==> config.mk <==
export PLATFORM = sky130hd
export DESIGN_NAME = wbs_spi_mailbox
export DESIGN_NICKNAME = d
export VERILOG_FILES = /design/src/rtl/wbs_spi_mailbox.sv
export SDC_FILE = /design/constraint.sdc
export NUM_CORES = 1
export LEC_CHECK = 0
export CORE_ASPECT_RATIO = 1.5
export CORE_MARGIN = 2
export CORE_UTILIZATION = 25
export DETAILED_ROUTE_END_ITERATION = 6
export GPL_TIMING_DRIVEN = 0
export SETUP_SLACK_MARGIN = 0.3
export SKIP_CTS_REPAIR_TIMING = 1
export SLEW_MARGIN = 20
export SYNTH_ARGS = -nofsm -noshare
export SYNTH_HDL_FRONTEND = slang
export SYNTH_SLANG_ARGS = --single-unit
==> constraint.sdc <==
create_clock -name wb_clk_i -period 3.2 [get_ports wb_clk_i]
set_input_delay 0.32 -clock wb_clk_i [delete_from_list [all_inputs] [get_ports wb_clk_i]]
set_output_delay 0.32 -clock wb_clk_i [all_outputs]
set_load 0.005 [all_outputs]
==> src/rtl/wbs_spi_mailbox.sv <==
// wbs_spi_mailbox
//   Wishbone B4 pipelined slave that terminates single-beat accesses from the
//   SPI-controlled master and bridges them to two byte streams:
//     TX FIFO : bytes written by the MCU, presented first-word-fall-through
//               to local logic.
//     RX FIFO : bytes offered by local logic, read back by the MCU.
//   Register map (wb_adr_i[3:2]):
//     0 TXDATA  write pushes wb_dat_i[7:0]; reads 0
//     1 RXDATA  read pops; returns {1, 23'b0, head}, or 0 when empty
//     2 STATUS  {8'b0, rx_level, tx_level, 2'b0, rx_ovf, tx_ovf,
//                rx_empty, rx_full, tx_empty, tx_full}; write-1-clears [5:4]
//     3 CONTROL write bit0 flushes TX, bit1 flushes RX; reads 0
//
// Ports
//   wb_clk_i, wb_rst_ni          clock, asynchronous active-low reset
//   wb_cyc_i .. wb_dat_i         Wishbone slave inputs
//   wb_dat_o, wb_stall_o, wb_ack_o Wishbone slave outputs
//   tx_data_o, tx_valid_o, tx_ready_i  TX byte stream (to local logic)
//   rx_data_i, rx_valid_i, rx_ready_o  RX byte stream (from local logic)
module wbs_spi_mailbox #(
  parameter int DEPTH = 16
) (
  input  logic        wb_clk_i,
  input  logic        wb_rst_ni,
  input  logic        wb_cyc_i,
  input  logic        wb_stb_i,
  input  logic        wb_we_i,
  input  logic [3:0]  wb_sel_i,
  input  logic [15:0] wb_adr_i,
  input  logic [31:0] wb_dat_i,
  output logic [31:0] wb_dat_o,
  output logic        wb_stall_o,
  output logic        wb_ack_o,
  output logic [7:0]  tx_data_o,
  output logic        tx_valid_o,
  input  logic        tx_ready_i,
  input  logic [7:0]  rx_data_i,
  input  logic        rx_valid_i,
  output logic        rx_ready_o
);

  localparam int AW = $clog2(DEPTH);
  localparam int LW = AW + 1;
  localparam logic [LW-1:0] FULL_LEVEL = LW'(DEPTH);

  typedef logic [AW-1:0] ptr_t;
  typedef logic [LW-1:0] lvl_t;

  // Bus decode
  logic       acc;
  logic [1:0] reg_sel;
  logic       wr_byte0;
  logic       tx_push_req;
  logic       stat_wr;
  logic       ctrl_wr;
  logic       tx_flush;
  logic       rx_flush;

  // FIFO state
  logic [7:0] tx_mem [DEPTH];
  logic [7:0] rx_mem [DEPTH];
  ptr_t       tx_wptr, tx_rptr, rx_wptr, rx_rptr;
  lvl_t       tx_level, rx_level;
  logic       tx_ovf, rx_ovf;

  logic       tx_full, tx_empty, rx_full, rx_empty;
  logic       tx_push, tx_pop, rx_push, rx_pop;

  // Read path
  logic [31:0] status_word;
  logic [31:0] rd_mux;
  logic        pend_q;
  logic [31:0] pend_dat_q;

  logic unused_bits;

  assign acc         = wb_cyc_i & wb_stb_i;
  assign reg_sel     = wb_adr_i[3:2];
  assign wr_byte0    = acc & wb_we_i & wb_sel_i[0];
  assign tx_push_req = wr_byte0 & (reg_sel == 2'd0);
  assign stat_wr     = wr_byte0 & (reg_sel == 2'd2);
  assign ctrl_wr     = wr_byte0 & (reg_sel == 2'd3);
  assign tx_flush    = ctrl_wr & wb_dat_i[0];
  assign rx_flush    = ctrl_wr & wb_dat_i[1];

  assign tx_full  = (tx_level == FULL_LEVEL);
  assign tx_empty = (tx_level == '0);
  assign rx_full  = (rx_level == FULL_LEVEL);
  assign rx_empty = (rx_level == '0);

  // Full/empty are the pre-edge values, so a push into a full FIFO is
  // dropped even when a pop happens at the same edge.
  assign tx_push = tx_push_req & ~tx_full;
  assign tx_pop  = ~tx_empty & tx_ready_i;
  assign rx_push = rx_valid_i & ~rx_full;
  assign rx_pop  = acc & ~wb_we_i & (reg_sel == 2'd1) & ~rx_empty;

  assign tx_valid_o = ~tx_empty;
  assign tx_data_o  = tx_empty ? 8'h00 : tx_mem[tx_rptr];
  assign rx_ready_o = ~rx_full;
  assign wb_stall_o = 1'b0;

  assign unused_bits = ^{wb_adr_i[15:4], wb_adr_i[1:0], wb_sel_i[3:1], wb_dat_i[31:8]};

  // Storage arrays carry no reset; the level counters gate every use.
  always_ff @(posedge wb_clk_i) begin
    if (tx_push) tx_mem[tx_wptr] <= wb_dat_i[7:0];
  end

  always_ff @(posedge wb_clk_i) begin
    if (rx_push) rx_mem[rx_wptr] <= rx_data_i;
  end

  // TX pointers and level; flush overrides any same-edge push or pop.
  always_ff @(posedge wb_clk_i or negedge wb_rst_ni) begin
    if (!wb_rst_ni) begin
      tx_wptr  <= '0;
      tx_rptr  <= '0;
      tx_level <= '0;
    end else if (tx_flush) begin
      tx_wptr  <= '0;
      tx_rptr  <= '0;
      tx_level <= '0;
    end else begin
      if (tx_push) tx_wptr <= tx_wptr + ptr_t'(1);
      if (tx_pop)  tx_rptr <= tx_rptr + ptr_t'(1);
      tx_level <= tx_level + lvl_t'(tx_push) - lvl_t'(tx_pop);
    end
  end

  // RX pointers and level; same structure as TX.
  always_ff @(posedge wb_clk_i or negedge wb_rst_ni) begin
    if (!wb_rst_ni) begin
      rx_wptr  <= '0;
      rx_rptr  <= '0;
      rx_level <= '0;
    end else if (rx_flush) begin
      rx_wptr  <= '0;
      rx_rptr  <= '0;
      rx_level <= '0;
    end else begin
      if (rx_push) rx_wptr <= rx_wptr + ptr_t'(1);
      if (rx_pop)  rx_rptr <= rx_rptr + ptr_t'(1);
      rx_level <= rx_level + lvl_t'(rx_push) - lvl_t'(rx_pop);
    end
  end

  // Sticky overflow flags. Set is tested last so it beats a same-edge
  // write-1-to-clear; flush leaves them alone.
  always_ff @(posedge wb_clk_i or negedge wb_rst_ni) begin
    if (!wb_rst_ni) begin
      tx_ovf <= 1'b0;
      rx_ovf <= 1'b0;
    end else begin
      if (stat_wr && wb_dat_i[4]) tx_ovf <= 1'b0;
      if (stat_wr && wb_dat_i[5]) rx_ovf <= 1'b0;
      if (tx_push_req && tx_full) tx_ovf <= 1'b1;
      if (rx_valid_i && rx_full)  rx_ovf <= 1'b1;
    end
  end

  assign status_word = {8'h00, 8'(rx_level), 8'(tx_level), 2'b00,
                        rx_ovf, tx_ovf, rx_empty, rx_full, tx_empty, tx_full};

  always_comb begin
    rd_mux = 32'h0;
    if (!wb_we_i) begin
      case (reg_sel)
        2'd1:    rd_mux = rx_empty ? 32'h0 : {1'b1, 23'h0, rx_mem[rx_rptr]};
        2'd2:    rd_mux = status_word;
        default: rd_mux = 32'h0;
      endcase
    end
  end

  // Two-stage response: read data is captured at the accepting edge (so it
  // reflects pre-edge state), and ack/data are driven one edge later. Reset
  // clears the pending stage, which drops an in-flight ack.
  always_ff @(posedge wb_clk_i or negedge wb_rst_ni) begin
    if (!wb_rst_ni) begin
      pend_q     <= 1'b0;
      pend_dat_q <= 32'h0;
      wb_ack_o   <= 1'b0;
      wb_dat_o   <= 32'h0;
    end else begin
      pend_q     <= acc;
      pend_dat_q <= acc ? rd_mux : 32'h0;
      wb_ack_o   <= pend_q;
      wb_dat_o   <= pend_q ? pend_dat_q : 32'h0;
    end
  end

endmodule
Word-level counts from Yosys, hierarchy flattened --
Memory sizes are Yosys's and may differ from the RTL's. Cells that the tools add are included.
Storage, ports and cells: flip-flop bits (word level) 94, logic and storage cells 83, memories kept 2, input bits 67, RAM bits 256, output and inout port bits 44
Operators by class: muxes and demuxes 24, reductions and logical operators 13, bitwise logic cells 19, add/sub/neg operators 8, equal/unequal tests 5
Memory list:
- rx_mem | depth 16, width 8, rd ports 1, clocked after Yosys merged registers in 0, wr ports 1, RTL line 61 | logic [7:0] rx_mem [DEPTH];
- tx_mem | depth 16, width 8, rd ports 1, clocked after Yosys merged registers in 0, wr ports 1, RTL line 60 | logic [7:0] tx_mem [DEPTH];
Operator list (number):
- $mux 32 | 4
- $pmux 32 s2 | 1
- $mux 4 | 8
- $add 4x1->4 const B | 4
- $and 1x1->1 | 14
- $reduce_bool 2->1 | 6
- $add 5x1->5 | 2
- $eq 5x5->1 const B | 2
- $logic_not 5->1 | 2
- $mux 5 | 2
- $sub 5x1->5 | 2
- $mux 1 | 8
- $mux 8 | 1
- $not 1->1 | 5
- $eq 2x2->1 const B | 2
- $logic_and 1x1->1 | 4
- $eq 2x1->1 const B | 1
- $logic_not 2->1 | 1

Logic depth before layout (Yosys ltp) --
depth after elaboration 8, depth in mapped cells 15, depth with buffers taken out 14

Worst setup path before layout --
No wires, ideal clock.
path type register -> register, start point register rx_level[3], end point register rx_level[4], period minus slack after synthesis 2.818 ns, cell stages (with the launch flop) 13, path slack 0.382 ns, arrival 2.740 ns, path buffers 0, required time 3.122 ns, setup time 0.078 ns, cell sequence dfrtp_1 -> inv_1 -> ha_1 -> nor4b_2 -> nor3_1 -> ha_1 -> inv_1 -> ha_1 -> fa_1 -> a21oi_1 -> nor2_1 -> or3_1 -> a21oi_1
Between the ends: longest elaborated chain between the ends 6, elaborated cells between the ends (all ways) 9, those cells by class add/sub: 2; eq/ne: 1; mux: 1; bitwise: 4; reduce/logical: 1
Ends and longest elaborated chain:
- start, declared | RTL line 63 | lvl_t tx_level, rx_level;
- start signal, assigned | RTL line 144 | rx_level <= rx_level + lvl_t'(rx_push) - lvl_t'(rx_pop);
- $eq 5x5->1 | RTL line 88 | assign rx_full = (rx_level == FULL_LEVEL);
- $not 1->1 | RTL line 95 | assign rx_push = rx_valid_i & ~rx_full;
- $and 1x1->1 | RTL line 95
- $add 5x1->5 | RTL line 144
- $sub 5x1->5 (*) | RTL line 144
- $mux 5 (*) | RTL line 137 | end else if (rx_flush) begin
Every way passes the cells marked *; elsewhere a longest branch is shown, timed or not. A chain may end at the register's enable or synchronous reset.

Final worst setup path --
Same ends and word-level chain as after synthesis.

==> results.md <==
- Status: finished clean
- GPL Wtd Cong: about 0.77
- Inserted Clock Buffers: 30
- CTS tree: yes
- I/O pin count: ~110
- Worst-path clk slew: roughly 0.07 ns
- Crit path max fanout: 5
- Setup CP Type: reg -> reg
- 1st-pass router iterations: 7
- CTS Sinks: 324
- Worst-path cell chain: inv_1, ha_1, nor4b_4, buf_6, nor3_4, ha_1, inv_1, ha_1, fa_1, a21oi_1, nor2_1, or3_1, a21oi_1
- Die area: ~54000 sq um
- Max frequency: roughly 350 MHz
- Antenna-violating nets left: 0
- Synth warn: 0
- Synthesized cell area: approximately 13000 sq um
- Chip height: 284 microns
- Syn Inst Count: approximately 720
- Sequential share of the synthesized area: 71.9%
- Synth cell types: 45
- Worst slew pin tran: 0.984 ns
- Synthesized flop and latch total: 324
- Pwr dens: around 770 nW/um^2
- Final nets: between 900 and 1000
- Main synth FF type: edfxtp_1
- Port bufs: 54
- Final Hold Viols: 0
- Final wirelength: between 20000 and 30000 microns
- Final Util: 31.0%
- Post-synth EDFFs: about 260
- CTS H-Tree Depth: 1
- RSZ-0062 raised after global routing: true
- Max-slew violations: 0
- Crit path DAT: approximately 3.4 ns
- Share of the synthesized area in the top cell type: ~59%
- Ys async rst share: 21.0%
- HPWL after DPL: approximately 20000 microns
- Pre-CTS setup slack: -0.314 ns
- Pin count of the biggest net entering global routing: 51
- Final-report setup violation count: 0
- Clk root buf: clkbuf_16
- Setup TNS Final: 0 ns
- Initial core utilization: around a quarter
- Max cap viols: 0
- Final period util: between 80% and 90%
- Total grt overflow: 0
- Layout area overhead: 22.8%
- Pleak: about 5.7 nW
- Row count: between 100 and 150
- Setup ws final: between 0.3 and 0.4 ns
- Routed vias: ~6500
- Most frequent cell after synthesis: edfxtp_1
- Max-slew headroom: between 30% and 40%
- CP dominant cell by count: ha_1
- DR WL/cell: between 15 and 20 microns
- Synth top cells by count: 256 x edfxtp_1, 68 x dfrtp_1, 64 x mux4_2, 43 x and2_1, 35 x mux2i_1
- Layout fillers: around 5000
- Clock latency on the worst-skew pair: about 0.57 ns
- Slowest CP cell: fa_1
- Top cells by area, synth: edfxtp_1 59%, dfrtp_1 13%, mux4_2 11%
- Synth area leader: edfxtp_1
- Total GRT Usage: a little over a tenth
- Min-delay worst type: in -> async
- Via density: around 4.2
- Crit end category: flip-flop
- WP data required: 3.69 ns
- Vias in the first global route: between 6000 and 7000
- # diodes: 0
- Share of cells above drive strength 1: 24.0%
- Antenna violations before repair: 1
- Final Critical Period: 2.87 ns
- Syn Area/Cell: around 18 sq um
- Skew final: approximately 0.012 ns
- Initial DRC count: about 530
- Peak VDD IR: 0.538 mV
- Die Wd: around 190 microns
- Residual DRC: 0
- CP peak stage delay: 0.44 ns
- CP startpoint kind: flip-flop
- Clock tree buffer depth: 3
- First-pass GRT wire length: roughly 43000 microns
- Core area: 51700 sq um
==> sequential cells by signal, indices dropped and copies added (netlist names) <==
name / count
wb_ack_o: 1
tx_rptr: 4
rx_level: 5
pend_dat_q: 19
rx_mem: 128
rx_wptr: 4
rx_rptr: 4
tx_level: 5
pend_q: 1
tx_wptr: 4
wb_dat_o: 19
tx_ovf: 1
tx_mem: 128
rx_ovf: 1
==> kinds of logic (layout without fill, tap and decap cells) <==
kind of cell / after synthesis / in the layout / synth area share (%)
other: 1 / 14 / 0.0287
XOR/XNOR: 15 / 15 / 1.01
AND/OR/NAND/NOR: 140 / 140 / 6.00
adder cells (fa/ha/maj): 28 / 28 / 2.80
multiplexers: 99 / 99 / 13.7
flip-flops: 324 / 324 / 71.9
AO/OA/AOI/OAI: 36 / 36 / 1.77
buffers and inverters: 73 / 210 / 2.81
==> where the power goes <==
group | total [mW] | internal (mW) | switching, mW
clock | 3.51 | 2.00 | 1.51
sequential | 5.08 | 4.89 | 0.190
combinational | 3.74 | 1.90 | 1.85
total | 12.3 | 8.79 | 3.54
==> area by class of cell <==
cell class	instances	area, sq um	share of cell area (%)
flip-flops and latches	324	9390	58.6
multi-input cells	332	3600	22.5
clock buffers	49	862	5.38
well taps	676	846	5.27
repair buffers	81	779	4.86
plain buffers	46	354	2.21
inverters	27	101	0.632
clock inverters	7	98.8	0.616
==> critical path: cells and delay by family (launching register included) <==
family                     cells  cell delay (ns)
and+or+nand+nor                4             0.68
buffers and inverters          3             0.31
DFF                            1             0.38
adders and majority gates      4             1.11
AOI/OAI and AO/OA              2             0.31
==> final timing paths <==
kind / startpoint / end / slack, ns / cells past startpoint
max: rx_level[3] / rx_level[4] / 0.33 / 13
min: wb_rst_ni / rx_wptr[3] / 0.18 / 2
max reg2reg: rx_level[3] / rx_level[4] / 0.33 / 13
min reg2reg: pend_dat_q[3] / wb_dat_o[3] / 0.46 / 1
min in group wb_clk_i: rx_valid_i / rx_wptr[1] / 0.20 / 3
max in group asynchronous: wb_rst_ni / pend_dat_q[0] / 2.45 / 3
==> stage by stage <==
step / instance area (sq um) / cells / hold WS, ns / total power, mW
floorplan: 13100 / 729 / 0.0244 / 7.34
global placement: 14500 / 1459 / 0.441 / 8.32
detailed placement: 14600 / 1467 / 0.227 / 8.45
CTS: 15600 / 1523 / -0.378 / 12.0
global route: 16000 / 1542 / 0.212 / 12.9
finish: 16000 / 1542 / 0.179 / 12.3
==> routing by layer <==
metal / track usage (%) / up-vias / share of wire [%]
li1: - / 2976 / -
met1: 11.4 / 3362 / 38
met2: 20.1 / 124 / 55
met3: 1.99 / 45 / 4.4
met4: 3.45 / 2 / 2.8
met5: 0 / - / 0.042
==> cell usage in the layout (no fill, tap or decap), drive strengths merged, types with 2 or more instances in the layout <==
cell	synthesis	layout
nor2	27	27
nand2	12	12
nand3	14	14
nor4	5	5
dlymetal6s2s	0	8
or3	2	2
fa	2	2
clkinv	0	4
o21bai	3	3
nand4bb	2	2
xnor2	8	8
and2	43	43
o22ai	10	10
nor2b	5	5
xor2	7	7
nand2b	3	3
ha	26	26
edfxtp	256	256
nor3b	3	3
and3	4	4
mux4	64	64
mux2i	35	35
a21o	2	2
o22a	3	3
o21ai	7	7
a21oi	8	8
inv	27	28
bufinv	0	2
o2bb2ai	2	2
nand4	2	2
clkbuf	13	61
dfrtp	68	68
nor3	12	12
conb	1	14
clkdlybuf4s50	0	45
buf	33	61
Power figures use the tool's default switching activity.
